==> src/rtl/vliw_pkg.sv <==
// Shared definitions for the dual-issue VLIW pipeline: next-PC select codes,
// exception cause codes, fetch-stage FSM states and the bubble instruction word.
package vliw_pkg;

  localparam logic [1:0] PCSRC_SEQ    = 2'b00;
  localparam logic [1:0] PCSRC_BRANCH = 2'b01;
  localparam logic [1:0] PCSRC_JUMP   = 2'b10;
  localparam logic [1:0] PCSRC_TRAP   = 2'b11;

  localparam logic [1:0] EXC_NONE     = 2'b00;
  localparam logic [1:0] EXC_UNDEF_ALU = 2'b01;
  localparam logic [1:0] EXC_UNDEF_MEM = 2'b10;
  localparam logic [1:0] EXC_TRAP     = 2'b11;

  localparam logic [15:0] NOP_INSTR = 16'h0000;

  typedef enum logic [1:0] {
    RUN,
    HANDLER,
    HALTED
  } ifState_e;

  // Computed fetch targets are word aligned; halfword offsets are truncated.
  function automatic logic [31:0] alignPc(input logic [31:0] addr);
    return {addr[31:2], 2'b00};
  endfunction

endpackage

==> src/rtl/pipeline_IF_ID.sv <==
// IF/ID pipeline register: write enable for stalls, flush inserts a bubble that
// keeps the previous bundle address. Flush takes precedence over a stall.
module pipeline_IF_ID
  import vliw_pkg::*;
#(
  parameter logic [15:0] NOP = NOP_INSTR
) (
  input  logic        clk,
  input  logic        reset,
  input  logic        regWrite,
  input  logic        flush,
  input  logic [15:0] aluInstrIn,
  input  logic [15:0] memInstrIn,
  input  logic [31:0] pcIn,
  output logic [15:0] aluInstr,
  output logic [15:0] memInstr,
  output logic [31:0] pcOut,
  output logic        valid
);

  always_ff @(posedge clk or posedge reset) begin
    if (reset) begin
      aluInstr <= NOP;
      memInstr <= NOP;
      pcOut    <= 32'h0000_0000;
      valid    <= 1'b0;
    end else if (flush) begin
      aluInstr <= NOP;
      memInstr <= NOP;
      valid    <= 1'b0;
    end else if (regWrite) begin
      aluInstr <= aluInstrIn;
      memInstr <= memInstrIn;
      pcOut    <= pcIn;
      valid    <= 1'b1;
    end
  end

endmodule

==> src/rtl/if_stage.sv <==
// Instruction-fetch stage: owns the PC, feeds the IF/ID register and handles
// undefined-instruction / trap exceptions through a RUN/HANDLER/HALTED FSM.
module if_stage
  import vliw_pkg::*;
#(
  parameter logic [31:0] RESET_PC   = 32'h0000_0000,
  parameter logic [31:0] EXC_VECTOR = 32'h0000_0040,
  parameter logic [15:0] NOP        = NOP_INSTR
) (
  input  logic        clk,
  input  logic        reset,
  input  logic        p1_pipeline_regWrite,
  input  logic        IF_flush,
  input  logic [1:0]  pcSrc,
  input  logic [31:0] mem_shiftedSext8_branchOffset,
  input  logic [31:0] mem_shiftedSext11_jumpOffset,
  input  logic        p2_alu_undefinedInstruction,
  input  logic        p2_mem_undefinedInstruction,
  input  logic [31:0] p2_pc,
  input  logic        eret,
  output logic [31:0] imem_addr,
  input  logic [31:0] imem_rdata,
  output logic [15:0] p1_aluInstr,
  output logic [15:0] p1_memInstr,
  output logic [31:0] p1_pc,
  output logic        p1_valid,
  output logic [31:0] pc,
  output logic [31:0] epc,
  output logic [1:0]  excCause,
  output logic        halted
);

  ifState_e    state;
  logic        frozen;
  logic        undefEvent;
  logic        excEvent;
  logic        doEret;
  logic        isBranch;
  logic        isJump;
  logic        redirect;
  logic        ifidFlush;
  logic        ifidWrite;
  logic [1:0]  causeNext;
  logic [31:0] epcNext;
  logic [31:0] branchTarget;
  logic [31:0] jumpTarget;
  logic [31:0] pcNext;

  assign imem_addr = pc;

  assign frozen     = (state == HALTED);
  assign undefEvent = p2_alu_undefinedInstruction | p2_mem_undefinedInstruction;
  assign excEvent   = !frozen && (undefEvent || (pcSrc == PCSRC_TRAP));
  assign doEret     = (state == HANDLER) && eret && !excEvent;
  assign isBranch   = (pcSrc == PCSRC_BRANCH);
  assign isJump     = (pcSrc == PCSRC_JUMP);
  assign redirect   = !frozen && !excEvent && !doEret && (isBranch || isJump);

  assign branchTarget = alignPc(p1_pc + mem_shiftedSext8_branchOffset);
  assign jumpTarget   = alignPc(p1_pc + mem_shiftedSext11_jumpOffset);

  // Cause priority: ALU slot, then MEM slot, then trap.
  always_comb begin
    causeNext = EXC_TRAP;
    epcNext   = p1_pc;
    if (p2_alu_undefinedInstruction) begin
      causeNext = EXC_UNDEF_ALU;
      epcNext   = p2_pc;
    end else if (p2_mem_undefinedInstruction) begin
      causeNext = EXC_UNDEF_MEM;
      epcNext   = p2_pc;
    end
  end

  always_comb begin
    pcNext = pc;
    if (frozen) begin
      pcNext = pc;
    end else if (excEvent) begin
      // A nested exception leaves the PC where it is and freezes the core.
      pcNext = (state == RUN) ? EXC_VECTOR : pc;
    end else if (doEret) begin
      pcNext = alignPc(epc + 32'd4);
    end else if (isBranch) begin
      pcNext = branchTarget;
    end else if (isJump) begin
      pcNext = jumpTarget;
    end else if (p1_pipeline_regWrite) begin
      pcNext = alignPc(pc + 32'd4);
    end
  end

  assign ifidFlush = !frozen && (IF_flush || excEvent || doEret || redirect);
  assign ifidWrite = !frozen && p1_pipeline_regWrite;

  always_ff @(posedge clk or posedge reset) begin
    if (reset) begin
      state    <= RUN;
      pc       <= RESET_PC;
      epc      <= 32'h0000_0000;
      excCause <= EXC_NONE;
      halted   <= 1'b0;
    end else begin
      pc <= pcNext;
      case (state)
        RUN: begin
          if (excEvent) begin
            epc      <= epcNext;
            excCause <= causeNext;
            state    <= HANDLER;
          end
        end
        HANDLER: begin
          if (excEvent) begin
            halted <= 1'b1;
            state  <= HALTED;
          end else if (eret) begin
            excCause <= EXC_NONE;
            state    <= RUN;
          end
        end
        HALTED: begin
          halted <= 1'b1;
        end
        default: begin
          state <= RUN;
        end
      endcase
    end
  end

  pipeline_IF_ID #(
    .NOP(NOP)
  ) u_pipeline_IF_ID (
    .clk       (clk),
    .reset     (reset),
    .regWrite  (ifidWrite),
    .flush     (ifidFlush),
    .aluInstrIn(imem_rdata[15:0]),
    .memInstrIn(imem_rdata[31:16]),
    .pcIn      (pc),
    .aluInstr  (p1_aluInstr),
    .memInstr  (p1_memInstr),
    .pcOut     (p1_pc),
    .valid     (p1_valid)
  );

endmodule
==> config.mk <==
export PLATFORM = sky130hd
export DESIGN_NAME = if_stage
export DESIGN_NICKNAME = d
export VERILOG_FILES = /design/src/rtl/vliw_pkg.sv /design/src/rtl/pipeline_IF_ID.sv /design/src/rtl/if_stage.sv
export SDC_FILE = /design/constraint.sdc
export NUM_CORES = 1
export LEC_CHECK = 0
export CORE_MARGIN = 1.5
export CORE_UTILIZATION = 53
export DETAILED_ROUTE_END_ITERATION = 10
export PLACE_DENSITY_LB_ADDON = 0.08
export SETUP_SLACK_MARGIN = 0.4
export SYNTH_ARGS = -nofsm -noshare
export SYNTH_HDL_FRONTEND = slang
export SYNTH_SLANG_ARGS = --single-unit
==> constraint.sdc <==
create_clock -name clk -period 9.4 [get_ports clk]
set_input_delay 1.88 -clock clk [delete_from_list [all_inputs] [get_ports clk]]
set_output_delay 1.88 -clock clk [all_outputs]
set_load 0.005 [all_outputs]
Yosys cells after proc, flatten, opt, wreduce, memory -nomap -nowiden
Cells that the tools add are included.

storage, ports and cells
  flip-flop bits (word level) = 134
  input bits = 137
  output and inout bits = 164
  logic and storage cells = 79

cells by class
  add/sub/neg operators = 4
  equal/unequal tests = 11
  multiplexer cells = 25
  bitwise operators = 3
  reduce and logical (&&, ||, !) cells = 27

operators by type and width
  kind                                                   count
  2-to-1 mux 32 bit                                      8
  adder 32 x 3 -> 32 bit, second input constant          2
  adder 32 bit                                           2
  2-to-1 mux 16 bit                                      4
  2-to-1 mux 2 bit                                       6
  logical AND 1 bit                                      8
  inequality test 2 bit, second input constant           4
  == test 2 bit, second input constant                   3
  case mux 2 bit (3 select lines)                        1
  AND reduction 2 bit                                    3
  AND reduction 3 bit                                    2
  nonzero test 2 bit                                     3
  logical OR 1 bit                                       5
  nonzero test 5 bit                                     1
  == test 2 x 1 -> 1 bit, second input constant          2
  2-to-1 mux 1 bit                                       4
  case mux 2 bit (2 select lines)                        1
  AND reduction 4 bit                                    1
  logical NOT 1 bit                                      3
  inequality test 3 bit, second input constant           1
  logical NOT 2 bit                                      1
  inequality test 2 x 1 -> 1 bit, second input constant  1
  NOT 1 bit                                              2
  case mux 1 bit (2 select lines)                        1
  bitwise OR 1 bit                                       1

Longest topological paths before layout
Gate-level depths: netlist (run 1).

  depth in word-level cells = 12
  depth in mapped cells = 13
  depth with buffers taken out = 12

By module
A second synthesis (run 1) with hierarchy kept.

unflattened totals
  cell total of the unflattened synthesis = 1255
  area total of the unflattened synthesis = 10891.7 sq um

modules (own cells, without submodules)
  module          instances  cells each  area an instance (sq um)  seq. area each (sq um)
  if_stage        1          1078        8239.2                    1676.6
  pipeline_IF_ID  1          177         2652.5                    1626.6

Worst setup path before layout (run 1)
OpenSTA, ideal clock, no wires.

  path kind = input-to-reg
  from = input mem_shiftedSext8_branchOffset[2]
  to = register pc[30], in the netlist imem_addr[30]
  setup time = 124 ps
  data arrival time = 4048 ps
  data required time = 9276 ps
  path slack = 5228 ps
  cell stages on the path = 12
  buffers on the path = 0
  cells stage by stage = ha_1 -> inv_1 -> fa_1 -> nand2b_1 -> a211oi_1 -> o21a_1 -> o21ai_2 -> a21oi_2 -> a221oi_2 -> o21a_1 -> mux2i_1 -> o31a_1

between the ends
  word-level cells in the longest chain between the ends = 4

RTL lines
  what                  line             RTL
  start, declared       if_stage.sv:15   input logic [31:0] mem_shiftedSext8_branchOffset,
  adder 32 bit          if_stage.sv:59   assign branchTarget = alignPc(p1_pc + mem_shiftedSext8_branchOffset);
  2-to-1 mux 32 bit     if_stage.sv:84   end else if (isBranch) begin
  2-to-1 mux 32 bit     if_stage.sv:82   end else if (doEret) begin
  2-to-1 mux 32 bit     if_stage.sv:79   end else if (excEvent) begin
  end signal, assigned  if_stage.sv:104  pc <= pcNext;
  end, declared         if_stage.sv:27   output logic [31:0] pc,

Every way passes these cells.
A chain may end at the register's enable or synchronous reset.

Final worst setup path (run 1)
Ends and elaborated chain as after synthesis.

==> results by group, run 1 <==
Clock tree
  – Worst-path clk slew: 70 ps
  – Setup bufs post-CTS: 0
  – CTS resizes: 0
  – TritonCTS Sinks: 130
  – Max clock buf depth: 2
  – Inserted Clock Buffers: 17
  – CTS tree: yes
  – H-tree depth: 4
  – CTS Hold Buffers Added: 0
  – Clock Root Buffer: clkbuf_16
  – Clk Latency, worst-skew pair: 440 ps

Worst setup path
  – Critical Path Start Type: input pin
  – RR Startpoint: u_pipeline_IF_ID.pcOut[2]
  – CP delay by family, top: compound AO/OA/AOI/OAI gates
  – Most frequent CP cell: o21a_1
  – Worst path bufs/invs: 2
  – Levels on crit path: 13
  – CP max FO: 3
  – Critical-path cell list: clkdlybuf4s50_1, ha_1, inv_1, fa_1, nand2b_1, a211oi_1, o21a_1, o21ai_2, a21oi_2, a221oi_2, o21a_1, mux2i_1, o31a_1
  – Critical R2R Capture: imem_addr[30]
  – Crit Path Category: in -> reg
  – R2r setup slk: 5880 ps
  – Crit path DAT: 5310 ps
  – Worst Setup End Kind: flip-flop
  – Slowest stage delay, CP: 530 ps
  – Reg2Reg Depth: 12
  – CP Launch Point: mem_shiftedSext8_branchOffset[2]
  – CP max-delay cell: a211oi_1
  – Critical Path RT: 9710 ps

Power
  – P per Cell Area: 244 nW/um^2
  – Pleak: 5.96 nW
  – Worst vdd ir: 145 uV

Place
  – GP Congestion: 0.980
  – Detailed Place HPWL: 25300 um
  – Dpl cells: 1645
  – Dpl ws: 4120 ps
  – I/O Buffers: 290

Floorplan
  – Top Ports: 301
  – Starting Density: 54.4%
  – Full die area: 20200 um^2
  – Core Area: 18800 um^2
  – Rows: 50
  – Die W: 142 um
  – Die Span Y: 142 um

GRT
  – Grt total ovfl: 0
  – Largest net degree at the start of global routing: 59
  – GRT Util Overall: 33.7%
  – First-pass GRT wire length: 52600 um
  – Vias in the first global route: 9556
  – Initial antenna violation count: 1

Synth
  – Mapped cell area: 10200 um^2
  – Post-synth ARST share: 100%
  – Yosys top cell by area: dfrtp_1
  – Seq cells post-synth: 130
  – Netlist cell types: 75
  – Post-synth EDFFs: 0
  – Synth Area per Inst: 8.79 um^2
  – Synth warn: 0
  – Most numerous cell in the Yosys netlist: dfrtp_1
  – Top cells by count, synth: dfrtp_1 (130), nand2_1 (119), a21oi_1 (81)
  – Main synth FF type: dfrtp_1
  – Sequential area share after synthesis: 31.7%
  – Share of the synthesized area in the top cell type: 31.7%
  – Synth top area cells: dfrtp_1 (32%), ha_1 (7.7%), xnor2_1 (4.9%), nand2_1 (4.4%), a21oi_1 (4.0%)
  – Syn Inst Count: 1166

Timing
  – Max-slew headroom: 42.5%
  – F_max: 200 MHz
  – Setup-failing EPs final: 0
  – Tcrit/Tclk final: 53.1%
  – RSZ-0062 raised after global routing: no
  – Final Slew Violations: 0
  – Worst setup margin: 4410 ps
  – Final Hold Fails: 0
  – Min Tclk post-route: 4990 ps
  – Worst Max-Slew Pin Slew: 861 ps
  – Setup TNS: 0 ps
  – Worst Skew: 12.3 ps

Run
  – Number of max-cap violations: 0

Cells and area
  – Synth-to-layout area growth: 33.8%
  – Layout cells sized above 1: 7.34%
  – Nets: 1606
  – Post-layout util: 72.8%
  – Layout Cells excl Fill: 1677
  – N_diodes: 0

Route
  – Wire per inst: 20.5 um
  – Routed Antenna Nets: 0
  – Wirelength, routed: 34400 um
  – Routed vias: 10200
  – Drt first pass iters: 5
  – Via density: 6.06
  – DRT iter0 DRCs: 1042
  – DR DRC count: 0

Status
  – Status: completed

Min path
  – Hold EP: halted
  – Hold/Removal Path Class: reg -> reg
  – Min-Delay Startpoint: halted
  – WHS Path Cells: 1
[worst max-delay path by stage]
stage	endpoint	slack (ps)
2_1_floorplan	epc[0]	4050
3_3_place_gp	imem_addr[30]	4140
3_5_place_dp	imem_addr[30]	4120
4_1_cts	imem_addr[30]	4560
5_1_grt	imem_addr[30]	4360
6_report	imem_addr[30]	4410
[flip-flops by register name (all words and copies together) (netlist names)]
name and flops:
excCause 2, imem_addr 30, epc 32, state 2, u_pipeline_IF_ID.pcOut 30, halted 1
u_pipeline_IF_ID.aluInstr 16, u_pipeline_IF_ID.memInstr 16, u_pipeline_IF_ID.valid 1
[area by class of cell]
type	instances	area, um^2
fillers	1473	5110
multi-input cells	926	6450
repair buffers	302	2990
flip-flops and latches	130	3250
clock buffers	17	425
clock inverters	15	161
well taps	260	325
inverters	27	104
[layout by cell type (no fill, tap or decap), types with 9 or more instances in the layout]
| cell type | Yosys | layout |
|---|---|---|
| and3_1 | 14 | 14 |
| and4_1 | 11 | 11 |
| a31oi_1 | 13 | 13 |
| nor2b_1 | 10 | 10 |
| ha_1 | 63 | 63 |
| o21a_1 | 13 | 13 |
| clkdlybuf4s50_1 | 0 | 290 |
| nand3_1 | 38 | 38 |
| mux2i_1 | 35 | 35 |
| a22o_1 | 34 | 34 |
| a21o_1 | 15 | 15 |
| nand2_1 | 119 | 119 |
| o221ai_1 | 9 | 9 |
| o21bai_1 | 9 | 9 |
| nor3_1 | 20 | 20 |
| buf_4 | 37 | 12 |
| inv_1 | 27 | 26 |
| xnor2_1 | 57 | 57 |
| o21ai_1 | 17 | 16 |
| clkbuf_16 | 0 | 17 |
| dfrtp_1 | 130 | 130 |
| nor2_1 | 78 | 78 |
| o21ai_0 | 68 | 68 |
| nand4_1 | 19 | 19 |
| xor2_1 | 37 | 37 |
| a211oi_1 | 22 | 22 |
| a21oi_1 | 81 | 81 |
| mux2_2 | 30 | 30 |
| nand2b_1 | 13 | 13 |
[worst register-to-register path, stage by stage, from the launching register on]
cell      delay (ps)
dfrtp_1          410
ha_1             250
inv_1             70
fa_1             370
nand2b_1         200
a211oi_1         530
o21a_1           370
o21ai_2          100
a21oi_2          260
a221oi_2         140
o21a_1           210
mux2i_1          180
o31a_1           300
[cells by family (layout without fill, tap and decap cells)]
| logic type | count (synthesis) | after routing | share of synthesized area [%] |
|---|---|---|---|
| compound gates | 344 | 344 | 22.8 |
| xor+xnor | 95 | 95 | 8.19 |
| fa+ha+maj | 65 | 65 | 8.08 |
| buf+inv | 115 | 361 | 5.74 |
| flops | 130 | 130 | 31.7 |
| mux | 65 | 65 | 6.71 |
| other cells | 1 | 6 | 0.0366 |
| simple gates | 351 | 351 | 16.7 |
[per-stage QoR]
stage | hold slack (ps) | total power, W | cell area [um^2]
global route | 502 | 0.00356 | 13700
floorplan | 465 | 0.00193 | 10300
CTS | 491 | 0.00333 | 13700
detailed placement | 465 | 0.00265 | 13100
global placement | 459 | 0.00262 | 13100
finish | 484 | 0.00335 | 13700
[metal layers]
layer / track usage, % / vias to the layer above / wire length (um)
li1: - / 4729 / -
met1: 44.4 / 4843 / 14100
met2: 54.2 / 498 / 16200
met3: 7.60 / 97 / 2860
met4: 12.8 / 0 / 1230
met5: 0 / - / 0
[power breakdown]
group	switching [W]	total [W]	leakage, nW	internal [W]
clock network	0.000312	0.000667	0.281	0.000355
registers	0.000293	0.00101	1.73	0.000712
logic	0.000827	0.00167	3.95	0.000847
total	0.00143	0.00335	5.96	0.00191
(Power assumes the default switching activity.)
==> run 2, diff against run 1 <==
- CORE_UTILIZATION: 53 -> 49
- clock period: 9.4 -> 4.9 ns (I/O delays scaled with it)
==> run 2 against run 1 <==
  * Wire length is 0.49% lower
  * First-iteration DRC count shrank 12%
  * Sequential share of layout area is 0.12 points lower
  * Flip-flop and latch count did not move
  * Critical path type unchanged
  * Critical endpoint unchanged
  * Highest routed layer unchanged
==> results by group, run 2 (synthesized netlist as in run 1, its figures left out) <==
Timing
  – RSZ-0062 raised after global routing: no
  – Tcrit/Tclk final: 81.1%
  – Worst Max-Slew Pin Slew: 984 ps (+124 ps)
  – Max-slew headroom: 34.4% (-8.1 points)
  – Setup-failing EPs final: 0 (unchanged)
  – Worst setup margin: 925 ps (-3480 ps)
  – Min Tclk post-route: 3980 ps
  – Final Hold Fails: 0 (unchanged)
  – F_max: 252 MHz
  – Setup TNS: 0 ps (unchanged)
  – Final Slew Violations: 0 (unchanged)
  – Worst Skew: 6.88 ps (-5.40 ps)

Cells and area
  – Most frequent cells in the layout: clkdlybuf4s50_1 (290), dfrtp_1 (130), nand2_1 (119), a21oi_1 (81), nor2_1 (78)
  – Most common cell after layout, fill and taps aside: clkdlybuf4s50_1
  – Fillers: 1743 (+18%)
  – Area of the multi-input gates: 6450 um^2 (unchanged)
  – Nets: 1608 (+0.12%)
  – Biggest register: epc
  – Layout cells sized above 1: 7.47% (+0.13 points)
  – Layout Cells excl Fill: 1690 (+0.78%)
  – Synth-to-layout area growth: 34.5%
  – Fin area: 13800 um^2 (+0.53%)
  – Number of flip-flops in the largest register: 32 (unchanged)
  – Register area: 3250 um^2 (unchanged)

Clock tree
  – Clock Root Buffer: clkbuf_16
  – Inserted Clock Buffers: 17 (unchanged)
  – Max clock buf depth: 2 (unchanged)
  – CTS resizes: 0 (unchanged)
  – Setup bufs post-CTS: 0 (unchanged)
  – Worst-path clk slew: 70 ps (about the same)
  – CTS tree: yes
  – TritonCTS Sinks: 130 (unchanged)
  – Clk Latency, worst-skew pair: 430 ps (about the same)
  – H-tree depth: 4 (unchanged)
  – CTS Hold Buffers Added: 0 (unchanged)

Worst setup path
  – Worst Setup End Kind: flip-flop
  – Critical R2R Capture: imem_addr[30]
  – Reg2Reg Depth: 12 (unchanged)
  – Critical Path RT: 5220 ps (-4490 ps)
  – CP delay by family, top: compound AO/OA/AOI/OAI gates
  – Critical-path cell list: clkdlybuf4s50_1, ha_1, inv_1, fa_1, nand2b_1, a211oi_1, o21a_1, o21ai_2, a21oi_2, a221oi_2, o21a_1, mux2i_1, o31a_1
  – Slowest stage delay, CP: 500 ps (-30 ps)
  – Worst path bufs/invs: 2 (unchanged)
  – RR Startpoint: u_pipeline_IF_ID.pcOut[2]
  – Crit path DAT: 4300 ps (-1010 ps)
  – Most frequent CP cell: o21a_1
  – Crit Path Category: in -> reg
  – Critical Path Start Type: input pin
  – CP max FO: 3 (unchanged)
  – R2r setup slk: 1480 ps (-4400 ps)
  – CP max-delay cell: a211oi_1

Route
  – DR DRC count: 0 (unchanged)
  – DRT iter0 DRCs: 912 (-12%)
  – Via density: 5.98 (-1.3%)
  – Wirelength, routed: 34200 um (-0.49%)
  – Routed Antenna Nets: 0 (unchanged)
  – Drt first pass iters: 5 (unchanged)
  – Routed vias: 10100 (-0.58%)
  – Wire per inst: 20.3 um (-1.3%)

Place
  – Detailed Place HPWL: 25500 um (+0.90%)
  – I/O Buffers: 290 (unchanged)
  – Area after DPL: 13200 um^2 (+0.40%)
  – GP Congestion: 0.955 (-2.6%)
  – Dpl cells: 1657 (+0.73%)
  – Dpl ws: 589 ps (-3530 ps)

Status
  – Status: completed

Power
  – P per Cell Area: 468 nW/um^2 (+92%)
  – Worst vdd ir: 265 uV (+83%)
  – Total power draw: 0.00646 W (+93%)
  – Pleak: 5.99 nW (+0.50%)

Floorplan
  – Starting Density: 50.3% (-4.1 points)
  – Top Ports: 301 (unchanged)
  – Core Area: 20400 um^2 (+8.1%)
  – Full die area: 21800 um^2 (+8.0%)
  – Die Span Y: 148 um (+3.9%)
  – Rows: 52 (+4.0%)
  – Die W: 148 um (+3.9%)

GRT
  – Vias in the first global route: 9608 (+0.54%)
  – Initial antenna violation count: 1 (unchanged)
  – Grt total ovfl: 0 (unchanged)
  – Largest net degree at the start of global routing: 77 (+31%)
  – GRT Util Overall: 31.5% (-2.2 points)
  – First-pass GRT wire length: 53500 um (+1.7%)

Run
  – Number of max-cap violations: 0 (unchanged)

Min path
  – Hold EP: halted
  – WHS Path Cells: 1 (unchanged)
  – Hold/Removal Path Class: reg -> reg
  – Min-Delay Startpoint: halted
run 2: layout make-up:
cell class | count | share of cell area (%)
antenna | 1 | 0.0181
clock buffer | 17 | 3.09
clock inverter | 15 | 1.30
inverter | 27 | 0.753
multi-input combinational | 926 | 46.8
sequential | 130 | 23.6
tap | 270 | 2.45
timing repair buffer | 304 | 22.0
run 2: per-stage QoR:
stage	hold WS [ps]	utilization [%]
3_5_place_dp	459	64.7
6_report	472	67.7
5_1_grt	501	67.7
3_3_place_gp	455	64.7
4_1_cts	476	67.7
2_1_floorplan	465	-
run 2: how the worst max path moves through the flow:
stage                     to                             start  slack, ps  depth (start not counted)
3_3_place_gp   imem_addr[30]  mem_shiftedSext8_branchOffset[2]        620                         13
5_1_grt        imem_addr[30]  mem_shiftedSext8_branchOffset[2]        820                         13
3_5_place_dp   imem_addr[30]  mem_shiftedSext8_branchOffset[2]        590                         13
6_report       imem_addr[30]  mem_shiftedSext8_branchOffset[2]        920                         13
4_1_cts        imem_addr[30]  mem_shiftedSext8_branchOffset[2]       1040                         13
2_1_floorplan         epc[0]                             reset        450                          1
run 2: per-layer routing:
layer	vias to the layer above	global-route usage, %	routed length (um)
li1	4724	-	-
met1	4872	42.0	14500
met2	454	51.8	16400
met3	58	5.83	2450
met4	0	9.75	830
met5	-	0	0
run 2: power by group:
part	switching, W	internal (W)	leakage, nW
Clock	0.000626	0.000694	0.295
Combinational	0.00157	0.00164	3.97
Sequential	0.000567	0.00137	1.73
Total	0.00276	0.00370	5.99
==> run 3, diff against run 2 <==
- CORE_UTILIZATION: 49 -> 44
- clock period: 4.9 -> 3.5 ns (I/O delays scaled with it)
==> run 3 against run 2 <==
  * Register-to-register slack lost 870 ps
  * Die area grew 11%
  * Count of clock-buffer cells in the layout is the same
  * Non-clock buffer count grew 66
  * Critical path depth shrank 1
  * Utilization shrank 3.7 points
  * Final area grew 5.7%
  * Worst setup slack lost 450 ps
  * Largest power group unchanged
==> results by group, run 3 (synthesized netlist as in run 1, its figures left out) <==
Floorplan
  – Die Span Y: 156 um (+5.4%)
  – Top Ports: 301 (unchanged)
  – Starting Density: 45.0% (-5.3 points)
  – Full die area: 24200 um^2 (+11%)
  – Core Area: 22800 um^2 (+12%)
  – Rows: 55 (+5.8%)
  – Die W: 156 um (+5.4%)

Timing
  – RSZ-0062 raised after global routing: yes
  – Final Hold Fails: 0 (unchanged)
  – Worst setup margin: 475 ps (-450 ps)
  – Worst Max-Slew Pin Slew: 752 ps (-233 ps)
  – Tcrit/Tclk final: 86.4%
  – F_max: 331 MHz
  – Final Slew Violations: 0 (unchanged)
  – Min Tclk post-route: 3030 ps
  – Max-slew headroom: 49.9% (+16 points)
  – Setup-failing EPs final: 0 (unchanged)
  – Worst Skew: 16.7 ps (+9.79 ps)
  – Setup TNS: 0 ps (unchanged)

Clock tree
  – TritonCTS Sinks: 130 (unchanged)
  – H-tree depth: 4 (unchanged)
  – CTS tree: yes
  – Clock Root Buffer: clkbuf_16
  – Inserted Clock Buffers: 17 (unchanged)
  – Worst-path clk slew: 70 ps (about the same)
  – Max clock buf depth: 2 (unchanged)
  – Clk Latency, worst-skew pair: 440 ps (about the same)
  – CTS Hold Buffers Added: 0 (unchanged)

Cells and area
  – Fillers: 2011 (+15%)
  – Most frequent cells in the layout: clkdlybuf4s50_1 (287), dfrtp_1 (130), nand2_1 (119)
  – N_diodes: 0 (-1)
  – Synth-to-layout area growth: 42.2%
  – Most common cell after layout, fill and taps aside: clkdlybuf4s50_1
  – Layout cells sized above 1: 14.2% (+6.7 points)
  – Biggest register: epc
  – Nets: 1674 (+4.1%)
  – Number of flip-flops in the largest register: 32 (unchanged)

GRT
  – Initial antenna violation count: 1 (unchanged)
  – First-pass GRT wire length: 54900 um (+2.7%)
  – GRT Util Overall: 29.5% (-2.0 points)
  – Largest net degree at the start of global routing: 131 (+70%)
  – Grt total ovfl: 0 (unchanged)
  – Vias in the first global route: 9683 (+0.78%)

Worst setup path
  – Reg2Reg Depth: 13 (+1)
  – Critical Path RT: 3820 ps (-1400 ps)
  – R2r setup slk: 610 ps (-870 ps)
  – RR Startpoint: u_pipeline_IF_ID.pcOut[2]
  – Crit Path Category: in -> reg
  – Critical R2R Capture: imem_addr[30]
  – Critical Path Start Type: input pin
  – CP max FO: 5 (+2)
  – Crit path DAT: 3340 ps (-960 ps)
  – Worst Setup End Kind: flip-flop

Place
  – GP Congestion: 0.920 (-3.6%)
  – Dpl ws: -276 ps (-866 ps)
  – I/O Buffers: 290 (unchanged)
  – Detailed Place HPWL: 26600 um (+4.4%)

Power
  – P per Cell Area: 656 nW/um^2 (+40%)
  – Worst vdd ir: 341 uV (+29%)
  – Pleak: 6.40 nW (+6.8%)

Min path
  – WHS Path Cells: 1 (unchanged)
  – Hold EP: u_pipeline_IF_ID.valid
  – Hold/Removal Path Class: reg -> reg
  – Min-Delay Startpoint: u_pipeline_IF_ID.valid

Route
  – Via density: 5.70 (-4.7%)
  – Wire per inst: 20.3 um (about the same)
  – Routed Antenna Nets: 0 (unchanged)
  – DRT iter0 DRCs: 649 (-29%)
  – Drt first pass iters: 7 (+2)
  – DR DRC count: 0 (unchanged)
  – Wirelength, routed: 36500 um (+6.5%)
  – Routed vias: 10200 (+1.3%)

Status
  – Status: completed

Run
  – Number of max-cap violations: 0 (unchanged)
[run 3: cell count changes in the layout (fill, tap and decap cells not counted), moves of 3 or more]
cell	previous run	this run
a221oi_1	4	1
a21oi_1	81	78
nor3_1	20	17
a211oi_2	1	6
clkinvlp_4	0	4
a221oi_2	2	5
a211oi_1	22	17
ha_1	63	59
dlymetal6s2s_1	0	3
buf_4	12	78
clkdlybuf4s50_1	290	287
[run 3: worst max-delay path by stage]
stage | start | endpoint | slack [ps] | cells after the start
finish | mem_shiftedSext8_branchOffset[7] | imem_addr[26] | 470 | 12
global route | mem_shiftedSext11_jumpOffset[9] | imem_addr[20] | 380 | 12
CTS | mem_shiftedSext8_branchOffset[2] | imem_addr[30] | 390 | 14
detailed placement | mem_shiftedSext8_branchOffset[2] | imem_addr[30] | -280 | 14
global placement | mem_shiftedSext8_branchOffset[2] | imem_addr[30] | -290 | 14
floorplan | mem_shiftedSext8_branchOffset[2] | imem_addr[30] | 510 | 12
[run 3: critical path, stage by stage]
cell             delay [ps]
clkdlybuf4s50_1         520
ha_4                    230
buf_4                   130
a21o_1                  160
nand2b_1                180
o21a_4                  250
o21ai_2                 160
a21oi_2                 110
a221oi_2                370
xor2_1                  240
nand2_1                  70
a32o_1                  230
[run 3: per-layer routing]
| layer | share of wire [%] | track usage, % |
|---|---|---|
| met5 | 0.036 | 0 |
| met4 | 2.2 | 8.21 |
| met3 | 6.1 | 5.69 |
| met2 | 47 | 48.6 |
| met1 | 45 | 39.4 |
[run 3: stage by stage]
step                cell area, um^2  cells  util, %  total power (W)  hold slack [ps]
global route                  14600   1798     64.0           0.0101              500
detailed placement            13700   1761     60.1          0.00747              471
global placement              13700   1761     60.1          0.00741              458
floorplan                     10300   1171        -          0.00519              465
CTS                           14300   1794     63.0          0.00936              482
finish                        14600   1798     64.0          0.00956              477
[run 3: where the power goes]
group          leakage (nW)  switching [W]  internal [W]
Clock                 0.278       0.000861      0.000955
Sequential             1.73       0.000794       0.00191
Combinational          4.39        0.00243       0.00262
Total                  6.40        0.00408       0.00548
[run 3: final cells by class]
cell class                 instances  area [um^2]  share of cell area, %
multi-input combinational        926         6710                   46.0
tap                              313          392                   2.69
timing repair buffer             370         3540                   24.3
clock buffer                      17          425                   2.92
clock inverter                    15          158                   1.08
sequential                       130         3250                   22.3
inverter                          27          105                  0.721
[run 3: what timing repair did]
item                       CTS  global route
buffers inserted             1             4
setup endpoints to repair   15            14
gates resized for setup     12            38
pin swaps                    6            38
==> RTL change 1 (config.mk and constraints of run 1) <==
Put a register stage on the output `p1_aluInstr`. The value now appears one clock later. The other outputs are not delayed to match.
--- a/src/rtl/if_stage.sv
+++ b/src/rtl/if_stage.sv
@@ -29,6 +29,8 @@
   output logic [1:0]  excCause,
   output logic        halted
 );
+
+  logic [15:0] p1_aluInstr_d;
 
   ifState_e    state;
   logic        frozen;
@@ -139,10 +141,14 @@
     .aluInstrIn(imem_rdata[15:0]),
     .memInstrIn(imem_rdata[31:16]),
     .pcIn      (pc),
-    .aluInstr  (p1_aluInstr),
+    .aluInstr  (p1_aluInstr_d),
     .memInstr  (p1_memInstr),
     .pcOut     (p1_pc),
     .valid     (p1_valid)
   );
 
+  always_ff @(posedge clk) begin
+    p1_aluInstr <= p1_aluInstr_d;
+  end
+
 endmodule
Formal check against the unedited RTL: not equivalent (a bounded check fails within 4 cycles, from zero or initial values and one cycle with reset high).
==> RTL change 1 against run 1 <==
- synthesized cell count grew 1.3%
- design area is 2.8% higher
- area after synthesis rose by 4.0%
- setup slack worse by 0.32 ns
- routed wire length increased by 2.9%
- sequential cell count up 16
- non-clock buffer count is 3 lower
- highest routed layer is now met5
- power shrank 4.3%
==> RTL change 1: results (changes against run 1) <==
[power_and_ir_drop]
ir_drop_mv = 0.1715  ; +18%
p_switching_mw = 1.312  ; -8.4%
leakagePower_nw = 6.209  ; +4.2%

[cells_and_area]
n_fill_cell = 1567  ; +6.4%
largest_reg_flops = 32  ; unchanged
fin_nets = 1618  ; +0.75%
drive_gt1_share_pct = 7.488  ; +0.15 points
regMostFlops = epc

[cts]
clkLatencyLatePin_ns = 0.44  ; about the same
post_cts_buffers = 0  ; unchanged

[placed_design]
placed_cell_area_um2 = 13520  ; +2.9%
gp_congestion = 0.9523  ; -2.8%
place_hpwl_um = 26470  ; +4.7%

[synth]
ys_types = 84  ; +12%
synth_compound_area_share_pct = 22.46  ; -0.37 points
synthTopCellsByCount = dfrtp_1 (130), nand2_1 (115), o21ai_0 (76), nor2_1 (72), a21oi_1 (66)
yosys.area_share.adder_pct = 7.772  ; -0.31 points
synth-xor-area-share_pct = 7.971  ; -0.22 points
synthArstFlopShare_pct = 89.04  ; -11 points
synth_mux_area_share_pct = 6.762  ; +0.048 points
synthTopCellsByArea = dfrtp_1 (31%), ha_1 (7.4%), xnor2_1 (4.8%)
ys_seq_area_share_pct = 33.53  ; +1.8 points

[global_route]
grt_usage_pct = 33.42  ; -0.30 points
antenna_found_initial = 2  ; +1
grt_max_degree = 78  ; +32%
grt_pass1_vias = 9564  ; +0.084%
grt_pass1_wl_um = 53040  ; +0.89%

[setup_path]
critPathMaxFanout = 35  ; +32
arrival_ns = 5.63  ; +0.32 ns
cpMaxStageDelayCell = nor2_4
crit_family = simple AND/OR/NAND/NOR gates
critical-path-max-stage-delay_ns = 0.90  ; +0.37 ns

[routing]
drt_iter0_drc = 884  ; -15%
vias = 10260  ; +0.94%
dr.pass1.iters = 6  ; +1
wl_um = 35410  ; +2.9%

[sta]
skew_ns = 0.007305  ; -0.004975 ns
maxSlewHeadroom_pct = 21.62  ; -21 points

[outcome]
outcome = finished, final reports clean

## RTL change 1: cell types whose count changed in the layout (fill, tap and decap cells not counted), sizes merged, moves of 5 or more
cell and delta:
nand4 -7, a311oi +5, nor2 -7, dfxtp +16, a21oi -15, a21o +13
o21a -7, and4 -6, and2 +7
## RTL change 1: kinds of logic (layout without fill, tap and decap cells)
logic type	count (synthesis)	after routing
compound gates	342	342
simple gates	346	346
flops	146	146
other cells	1	6
fa+ha+maj	65	65
xor+xnor	97	97
mux	68	68
buf+inv	116	359
## RTL change 1: cell type report
type                    count  area (um2)  area share (%)
repair buffers            299        2970           21.06
well taps                 265       331.6           2.351
multi-input cells         924        6533           46.31
clock inverters            14       160.2           1.135
inverters                  28       107.6          0.7629
clock buffers              18       429.2           3.043
flip-flops and latches    146        3573           25.33
## RTL change 1: power groups by stage
| stage | registers, mW | logic, mW | clock network [mW] |
|---|---|---|---|
| finish | 1.03 | 1.47 | 0.701 |
| global route | 1.05 | 1.60 | 0.731 |
| CTS | 1.03 | 1.46 | 0.706 |
| detailed placement | 1.03 | 1.45 | 0 |
| global placement | 1.03 | 1.43 | 0 |
| floorplan | 0.954 | 0.875 | 0 |
## RTL change 1: path summary, 6_finish.rpt
kind                                              start  slack [ns]                            to  depth (start not counted)
min                        u_pipeline_IF_ID.aluInstr[9]        0.37                p1_aluInstr[9]                          0
max in group asynchronous                         reset        5.96                       epc[21]                          3
min reg2reg                u_pipeline_IF_ID.aluInstr[9]        0.37                p1_aluInstr[9]                          0
min in group asynchronous                         reset        1.92  u_pipeline_IF_ID.aluInstr[3]                          2
max                         p2_alu_undefinedInstruction        4.09    u_pipeline_IF_ID.pcOut[26]                          7
max reg2reg                   u_pipeline_IF_ID.pcOut[9]        5.93                 imem_addr[28]                         10
## RTL change 1: worst reg2reg max path, delay by kind of cell (launching register included)
family,cells,cell delay (ns)
flops,1,0.46
compound gates,6,2.06
mux,1,0.16
simple gates,2,0.31
fa+ha+maj,1,0.38
## RTL change 1: metal layers
metal  wire (um)  GRT usage, %  vias up
li1            -             -     4777
met1       14860         44.40     4914
met2       16820         54.99      485
met3        2808         6.252       83
met4         891         10.74        4
met5          23             0        -
## RTL change 1: stage by stage
step / instances / setup WS, ns / total power [mW] / hold WS, ns / util [%]
5_1_grt: 1694 / 3.943 / 3.384 / 0.3806 / 72.00
4_1_cts: 1694 / 4.113 / 3.195 / 0.3689 / 72.00
6_report: 1694 / 4.090 / 3.204 / 0.3686 / 72.00
2_1_floorplan: 1186 / 4.051 / 1.829 / 0.3480 / -
3_5_place_dp: 1662 / 3.673 / 2.483 / 0.3563 / 68.99
3_3_place_gp: 1662 / 3.716 / 2.459 / 0.3514 / 68.99
==> RTL change 2 (config.mk and constraints of run 1) <==
Without the edit above. Set the parameter `EXC_VECTOR` to 32'h00000020 (it was 32'h0000_0040).
--- a/src/rtl/if_stage.sv
+++ b/src/rtl/if_stage.sv
@@ -4,7 +4,7 @@
   import vliw_pkg::*;
 #(
   parameter logic [31:0] RESET_PC   = 32'h0000_0000,
-  parameter logic [31:0] EXC_VECTOR = 32'h0000_0040,
+  parameter logic [31:0] EXC_VECTOR = 32'h00000020,
   parameter logic [15:0] NOP        = NOP_INSTR
 ) (
   input  logic        clk,
Check against the original RTL: not equivalent (Yosys sat finds a counterexample within 4 cycles, from zero or initial values and one cycle with reset high).
==> RTL change 2 against run 1 <==
- area after synthesis grew 0.24%
- routed wire length fell by 0.71%
- count of clock-buffer cells in the layout unchanged
- sequential cell count unchanged
- die area rose by 0.24%
- critical endpoint is now imem_addr[31]
- design area fell by 0.12%
- critical path type unchanged
- synthesized cell count down 1.0%
- largest power group unchanged
- clock skew down 0.0023 ns
- setup slack better by 0.16 ns
- clock power rose by 3%
- non-clock buffer count is 3 lower
- sequential power fell by 4%
- largest cell class unchanged
- power decreased by 7.6%
==> RTL change 2: results (changes against run 1) <==
[global_route]
grt_max_degree = 79  ; +34%
grt_pass1_vias = 9631  ; +0.78%
grt_usage_pct = 34.06  ; +0.34 points
grt_pass1_wl_um = 53030  ; +0.87%
antenna_found_initial = 0  ; -1

[hold_path]
min_to = halted
min_path_type = flip-flop to flip-flop
min-delay-start = halted

[synth]
ys_types = 84  ; +12%
synthTopCellsByCount = dfrtp_1 (130), nand2_1 (120), a21oi_1 (84), o21ai_0 (84), ha_1 (63)
ys_seq_area_share_pct = 31.66  ; -0.077 points
synthesis.instances = 1154  ; -1.0%
yosys_most_used_dff = dfrtp_1
synthArstFlopShare_pct = 100.0  ; unchanged
synthTopCellsByArea = dfrtp_1 (32%), ha_1 (7.7%), xnor2_1 (4.5%)
yosysWarnings = 0  ; unchanged

[setup_path]
reg2reg_slack_ns = 6.07  ; +0.19 ns
critPathMaxFanout = 47  ; +44
ff2ff_path_depth = 12  ; unchanged
timing.rr.start = u_pipeline_IF_ID.pcOut[2]
timing.rr.end = imem_addr[30]
arrival_ns = 5.17  ; -0.14 ns

[cts]
cts-buffers-inserted = 17  ; unchanged
cts_root_buf = clkbuf_16
clkLatencyLatePin_ns = 0.43

[routing]
avgViaCountPerCell = 6.052  ; -0.17%
wl_um = 34170  ; -0.71%
dr.pass1.iters = 6  ; +1
drt_iter0_drc = 978  ; -6.1%

[placed_design]
port_buffers = 290  ; unchanged
placed_cell_area_um2 = 13090  ; -0.30%
gp_congestion = 0.9691  ; -1.1%
post-place-ws_ns = 4.182  ; +0.06202 ns
place_hpwl_um = 25060  ; -0.84%

[outcome]
outcome = finished, final reports clean

[cells_and_area]
fin_nets = 1595  ; -0.68%
drive_gt1_share_pct = 7.610  ; +0.27 points
diodes = 0  ; unchanged
instances_no_fill = 1666  ; -0.66%
n_fill_cell = 1464  ; -0.61%

[sta]
timing.hold.ws_ns = 0.4923  ; +0.007847 ns
skew_ns = 0.009956  ; -0.002323 ns
maxSlewHeadroom_pct = 25.28  ; -17 points

[power_and_ir_drop]
ir_drop_mv = 0.1369  ; -5.6%
leakagePower_nw = 6.065  ; +1.7%

==> RTL change 2: cell types whose count changed after synthesis, moves of 6 or more <==
cell	change
nor2_1	-19
o21ai_0	+16
a21o_1	+10
inv_1	-8
nor3_1	-8
and2_1	+7
buf_1	-6
o21a_1	-6
==> RTL change 2: cell families after synthesis <==
| kind of cell | Yosys count | synth area share, % |
|---|---|---|
| mux | 65 | 6.710 |
| fa+ha+maj | 65 | 8.061 |
| compound gates | 363 | 24.06 |
| buf+inv | 104 | 5.650 |
| flops | 130 | 31.66 |
| simple gates | 338 | 16.32 |
| xor+xnor | 88 | 7.501 |
| other cells | 1 | 0.03650 |
==> RTL change 2: layout make-up <==
class,count,area [um2],share of cell area [%]
Sequential cell,130,3253,23.75
Tap cell,260,325.3,2.375
Inverter,20,77.57,0.5663
Timing Repair Buffer,299,2970,21.68
Multi-Input combinational cell,925,6462,47.17
Clock buffer,17,425.4,3.105
Clock inverter,15,185.2,1.352
==> RTL change 2: routing by layer <==
layer | vias to the layer above | wire length, um | GRT usage [%]
li1 | 4714 | - | -
met1 | 4793 | 14420 | 45.94
met2 | 506 | 15720 | 53.97
met3 | 70 | 3085 | 7.806
met4 | 0 | 942 | 11.61
met5 | - | 0 | 0
==> RTL change 2: critical path, stage by stage <==
cell and delay (ns):
clkdlybuf4s50_1 0.53, ha_1 0.16, buf_4 0.45, or2_1 0.28, nor2_1 0.06, o21ai_1 0.15, nand2_1 0.62, nor2_1 0.56
o2111ai_1 0.19, o31ai_2 0.26
==> RTL change 2: metrics by stage <==
stage | utilization, % | power [mW]
after CTS | 72.75 | 3.080
after global routing | 72.75 | 3.285
final | 72.75 | 3.091
after global placement | 69.51 | 2.359
after detailed placement | 69.51 | 2.383
after floorplan | - | 1.757
==> RTL change 2: where the power goes <==
part / internal, mW / switching [mW] / total [mW]
registers: 0.699 / 0.269 / 0.967
clock network: 0.362 / 0.323 / 0.685
logic: 0.737 / 0.702 / 1.44
total: 1.80 / 1.29 / 3.09
==> RTL change 2: worst max-delay path by stage <==
stage / start / to / slack (ns) / cells after the start
finish: pcSrc[0] / imem_addr[31] / 4.57 / 10
global placement: pcSrc[0] / imem_addr[31] / 4.26 / 10
global route: pcSrc[0] / imem_addr[31] / 4.35 / 10
CTS: pcSrc[0] / imem_addr[31] / 4.62 / 10
floorplan: reset / epc[0] / 4.05 / 1
detailed placement: pcSrc[0] / imem_addr[31] / 4.18 / 10
